===== src/rtl/id_branch_ctrl.sv =====
// ID-stage branch/jump controller: stalls on unresolved source operands, then
// issues a registered one-cycle PC redirect and IF/ID flush for taken control flow.
module id_branch_ctrl #(
    parameter int unsigned CNT_W    = 16,
    parameter logic [4:0]  LINK_REG = 5'd31
) (
    input  logic             clk,
    input  logic             rst,
    input  logic             id_valid,
    input  logic             id_branch,
    input  logic             id_jump,
    input  logic             id_jr,
    input  logic [2:0]       id_cmpctr,
    input  logic [4:0]       id_rs,
    input  logic [4:0]       id_rt,
    input  logic             cmp_true,
    input  logic [31:0]      target,
    input  logic             ex_regwrite,
    input  logic             ex_memread,
    input  logic [4:0]       ex_rd,
    input  logic             mem_memread,
    input  logic [4:0]       mem_rd,
    output logic             stall,
    output logic             flush_ifid,
    output logic             pc_redirect,
    output logic [31:0]      redirect_pc,
    output logic             link_we,
    output logic [CNT_W-1:0] taken_cnt
);

    typedef enum logic [1:0] {
        S_IDLE,
        S_WAIT,
        S_REDIR
    } state_t;

    state_t            state_q, state_d;
    logic              wcnt_q, wcnt_d;
    logic [31:0]       redirect_pc_q, redirect_pc_d;
    logic [CNT_W-1:0]  taken_cnt_q, taken_cnt_d;

    logic ctl, taken, need_rs, need_rt;
    logic ex_match, mem_match, haz2, haz1;

    assign ctl     = id_valid & (id_branch | id_jump);
    assign taken   = id_jump | (id_branch & cmp_true);
    assign need_rs = id_branch | (id_jump & id_jr);
    assign need_rt = id_branch & ((id_cmpctr == 3'b000) | (id_cmpctr == 3'b001));

    // Register 0 is hardwired, so a write to it can never create a hazard.
    assign ex_match  = (ex_rd != 5'd0) &
                       ((need_rs & (ex_rd == id_rs)) | (need_rt & (ex_rd == id_rt)));
    assign mem_match = (mem_rd != 5'd0) &
                       ((need_rs & (mem_rd == id_rs)) | (need_rt & (mem_rd == id_rt)));

    assign haz2 = ex_memread & ex_regwrite & ex_match;
    assign haz1 = (ex_regwrite & ~ex_memread & ex_match) | (mem_memread & mem_match);

    always_comb begin
        state_d       = state_q;
        wcnt_d        = wcnt_q;
        redirect_pc_d = '0;
        taken_cnt_d   = taken_cnt_q;
        stall         = 1'b0;
        unique case (state_q)
            S_IDLE: begin
                if (ctl && haz2) begin
                    state_d = S_WAIT;
                    wcnt_d  = 1'b1;
                    stall   = 1'b1;
                end else if (ctl && haz1) begin
                    state_d = S_WAIT;
                    wcnt_d  = 1'b0;
                    stall   = 1'b1;
                end else if (ctl && taken) begin
                    // Counter bumps on entry so it is already visible during the redirect cycle.
                    state_d       = S_REDIR;
                    redirect_pc_d = target;
                    if (taken_cnt_q != '1) begin
                        taken_cnt_d = taken_cnt_q + 1'b1;
                    end
                end
            end
            S_WAIT: begin
                stall = 1'b1;
                if (wcnt_q) begin
                    wcnt_d = 1'b0;
                end else begin
                    state_d = S_IDLE;
                end
            end
            S_REDIR: begin
                state_d = S_IDLE;
            end
            default: begin
                state_d = S_IDLE;
            end
        endcase
    end

    always_ff @(posedge clk) begin
        if (rst) begin
            state_q       <= S_IDLE;
            wcnt_q        <= 1'b0;
            redirect_pc_q <= '0;
            taken_cnt_q   <= '0;
        end else begin
            state_q       <= state_d;
            wcnt_q        <= wcnt_d;
            redirect_pc_q <= redirect_pc_d;
            taken_cnt_q   <= taken_cnt_d;
        end
    end

    assign pc_redirect = (state_q == S_REDIR);
    assign flush_ifid  = (state_q == S_REDIR);
    assign redirect_pc = redirect_pc_q;
    assign taken_cnt   = taken_cnt_q;

    // A link target of register 0 would be discarded anyway, so never request it.
    assign link_we = id_valid & (LINK_REG != 5'd0) &
                     ((id_branch & (id_cmpctr[2:1] == 2'b11)) | (id_jump & ~id_jr));

endmodule


===== config.mk =====
export PLATFORM = sky130hd
export DESIGN_NAME = id_branch_ctrl
export DESIGN_NICKNAME = d
export VERILOG_FILES = /design/src/rtl/id_branch_ctrl.sv
export SDC_FILE = /design/constraint.sdc
export NUM_CORES = 1
export LEC_CHECK = 0
export BUFFER_PORTS_ARGS = -buffer_cell sky130_fd_sc_hd__buf_2
export CAP_MARGIN = 40
export CORE_MARGIN = 1.5
export CORE_UTILIZATION = 48
export DETAILED_ROUTE_END_ITERATION = 10
export PLACE_DENSITY_LB_ADDON = 0.12
export SYNTH_ARGS = -nofsm -noshare
export SYNTH_HDL_FRONTEND = slang
export SYNTH_SLANG_ARGS = --single-unit

===== constraint.sdc =====
create_clock -name clk -period 3.75 [get_ports clk]
set_input_delay 0.1875 -clock clk [delete_from_list [all_inputs] [get_ports clk]]
set_output_delay 0.1875 -clock clk [all_outputs]
set_load 0.005 [all_outputs]

==> flow_metrics.env <==
export IMPL_grt_first_pass_wirelength_um=7510
export IMPL_yosys_area_top_type="dfxtp_1"
export IMPL_yosys_area_share_xor_xnor_pct=7.98
export IMPL_synth_avg_cell_area_sq_um=9.38
export IMPL_ys_seq_elements=51
export IMPL_ant_nets=0
export IMPL_via_count=2039
export IMPL_critPathKind="input pin to output port"
export IMPL_yosys_area_share_simple_pct=30.8
export IMPL_hold_buffers=0
export IMPL_cp_data_arrival_time_ns=1.92
export IMPL_final_fill_count=390
export IMPL_grt_util_all_layers_pct=18.5
export IMPL_synth_top_family_by_area="simple AND/OR/NAND/NOR gates"
export IMPL_dp_hpwl_um=3570
export IMPL_placedCellCount=392
export IMPL_max_freq_mhz=474
export IMPL_clk_pin_slew_ns=0.09
export IMPL_yosysUniqueCellTypes=36
export IMPL_p_sw_mw=0.232
export IMPL_powerDensity_nw_per_um2=345
export IMPL_syn_nets=300
export IMPL_synthMuxAreaShare_pct=3.53
export IMPL_power_leakage_nw=1.34
export IMPL_fin_cells=400
export IMPL_cts_tree="yes"
export IMPL_cp_required_ns=3.56
export IMPL_rsz0062_at_grt="no"
export IMPL_cts_setup_buffers=0
export IMPL_ys_seq_area_share_pct=46.5
export IMPL_synth_edf_count=0
export IMPL_io_pin_count=117
export IMPL_met2_usage_pct=31.8
export IMPL_final_util_pct=66.4
export IMPL_routed_wl_um=4610
export IMPL_timing_final_crit_share_pct=56.3
export IMPL_power_frac_clock_pct=32.1
export IMPL_synth_adder_area_share_pct=0.570
export IMPL_grt_util_met3_pct=7.55
export IMPL_htreeDepth=2
export IMPL_coreArea_sq_um=4380
export IMPL_postSynth_asyncResetShare_pct=0
export IMPL_nets=413
export IMPL_wire_per_inst_um=11.5
export IMPL_drv_cap=0
export IMPL_ys_flop_type="dfxtp_1"
export IMPL_die_width_um=70.6
export IMPL_die_h_um=70.6
export IMPL_postPlaceCellArea_sq_um=2810
export IMPL_hold_viol_final=0
export IMPL_worst_setup_path_end_kind="output port"
export IMPL_drc=0
export IMPL_drv_slew=0
export IMPL_timing_slew_headroom_pct=46.4
export IMPL_grt_busiest_layer="met2"
export IMPL_synth_top_area_share_pct=46.5
export IMPL_fp_dieArea_sq_um=4990
export IMPL_critPathMaxFanout=26
export IMPL_n_antenna_cell=0
export IMPL_synth_compound_area_share_pct=8.43
export IMPL_ctsResizeCount=0
export IMPL_yosys_top_cells_area="dfxtp_1 (46%), and2_1 (10%), xnor2_1 (8.0%)"
export IMPL_p_seq_share_pct=55.8
export IMPL_cts_path_max_buffers=2
export IMPL_cts_root_buf="clkbuf_8"
export IMPL_synthesis_area_sq_um=2200
export IMPL_stdcell_area_sq_um=2910
export IMPL_grt_pass1_vias=1832
export IMPL_num_rows=24
export IMPL_clock_sinks=51
export IMPL_internal_power_mw=0.772
export IMPL_peakVddDrop_mv=0.260
export IMPL_drtIter0Drc=49
export IMPL_portBuffers=115
export IMPL_synthCells=234
export IMPL_syn_to_final_growth_pct=32.5
export IMPL_grt_overflow=0
export IMPL_ys_warn_count=0
export IMPL_finClkSkew_ns=0.0108
export IMPL_crit_path_start_kind="input pin"
export IMPL_tightestPinTransition_ns=0.804
export IMPL_drtPass1Iterations=4
export IMPL_grt_start_max_net_pins=34
export IMPL_viasPerCell=5.10
export IMPL_tns_ns=0
export IMPL_sw_frac_of_total_pct=23.1
export IMPL_initial_core_util_pct=50.1
export IMPL_cts_buffers=5
export IMPL_combinationalPowerShare_pct=12.1
export IMPL_p_total_mw=1.00
export IMPL_setup_violations=0
export IMPL_layout_min_cycle_time_ns=2.11
export IMPL_drive_gt1_share_pct=39.1
export IMPL_clk_latency_ns=0.30
export IMPL_gp_congestion=0.885
export IMPL_antenna_found_initial=0
export IMPL_status="complete, no violations"
export IMPL_worstHoldPathType="input pin to flop"
export IMPL_met1_usage_pct=21.3
cells in the final DEF, fill, tap and decap left out, types with 2 or more instances in the layout:
cell type  instances
buf_2            115
dfxtp_1           51
and2_1            35
xnor2_1           20
nand2_1           13
nor2_1            11
a21oi_1           10
or4_1              9
nor2b_1            8
nand3_1            8
nand4_1            7
o31ai_1            7
mux2_2             6
clkbuf_8           6
nand2b_1           5
nor4_1             4
nor3_1             3
o21ai_0            3
nor3b_1            2
o22ai_1            2
and4_1             2
or3_1              2
buf_4              2
final cells by class:
| type | count | area [sq um] | area share [%] |
|---|---|---|---|
| repair buffers | 117 | 591 | 20.3 |
| multi-input cells | 171 | 1130 | 38.9 |
| clock inverters | 2 | 16.3 | 0.559 |
| inverters | 1 | 3.75 | 0.129 |
| clock buffers | 6 | 82.6 | 2.84 |
| flip-flops and latches | 51 | 1020 | 35.1 |
| well taps | 52 | 65.1 | 2.24 |
worst paths after layout:
kind	start	endpoint	slack, ns	cells after the start
worst min register to register	wcnt_q$_SDFFE_PP0P_	wcnt_q$_SDFFE_PP0P_	0.48	2
worst max-delay path	id_branch	stall	1.64	7
worst min-delay path	target[30]	redirect_pc[30]$_SDFF_PP0_	0.08	2
worst max register to register	taken_cnt[0]$_SDFFE_PP0P_	taken_cnt[14]$_SDFFE_PP0P_	1.65	7
power groups by stage:
stage	Sequential [mW]	Clock, mW	Combinational, mW
after detailed placement	0.573	0	0.122
after global routing	0.562	0.359	0.135
final	0.560	0.323	0.121
after CTS	0.561	0.336	0.123
after global placement	0.573	0	0.120
after floorplan	0.575	0	0.0572
sequential cells by signal, indices dropped and copies added, names as in the netlist:
name and cells:
state_q 2, taken_cnt 16, redirect_pc 32, wcnt_q 1
synthesized netlist by cell type, types with 2 or more instances:
library cell  instances
dfxtp_1              51
and2_1               35
xnor2_1              20
nand2_1              13
nor2_1               11
a21oi_1              10
clkbuf_1             10
or4_1                 9
nand3_1               8
nor2b_1               8
nand4_1               7
o31ai_1               7
mux2_2                6
nand2b_1              5
nor3_1                4
nor4_1                4
o21ai_0               3
and4_1                2
nor3b_1               2
o22ai_1               2
or3_1                 2
critical path, cell delays in order:
cell and delay [ns]:
buf_2 0.12, nor3b_1 0.26, nand2_1 0.10, o22ai_1 0.18
a22o_1 0.71, o21ba_2 0.25, buf_2 0.12
stage by stage:
step / hold WS, ns / worst slack (ns)
2_1_floorplan: 0.309 / 1.70
3_5_place_dp: 0.390 / 1.53
3_3_place_gp: 0.386 / 1.56
5_1_grt: 0.0608 / 1.41
4_1_cts: 0.0700 / 1.62
6_report: 0.0787 / 1.64
logic make-up (layout without fill, tap and decap cells):
group | Yosys count | count (layout)
XOR/XNOR | 20 | 20
AND/OR/NAND/NOR | 114 | 114
adder cells (fa/ha/maj) | 1 | 1
buffers and inverters | 12 | 126
flip-flops | 51 | 51
multiplexers | 7 | 7
AO/OA/AOI/OAI | 29 | 29
per-layer routing:
layer  up-vias  wire [um]
met5         -          0
met4         0         45
met3         5        434
met2        75       2220
met1       921       1920
li1       1038          -
Note: power is estimated with default switching activity, not from simulation.
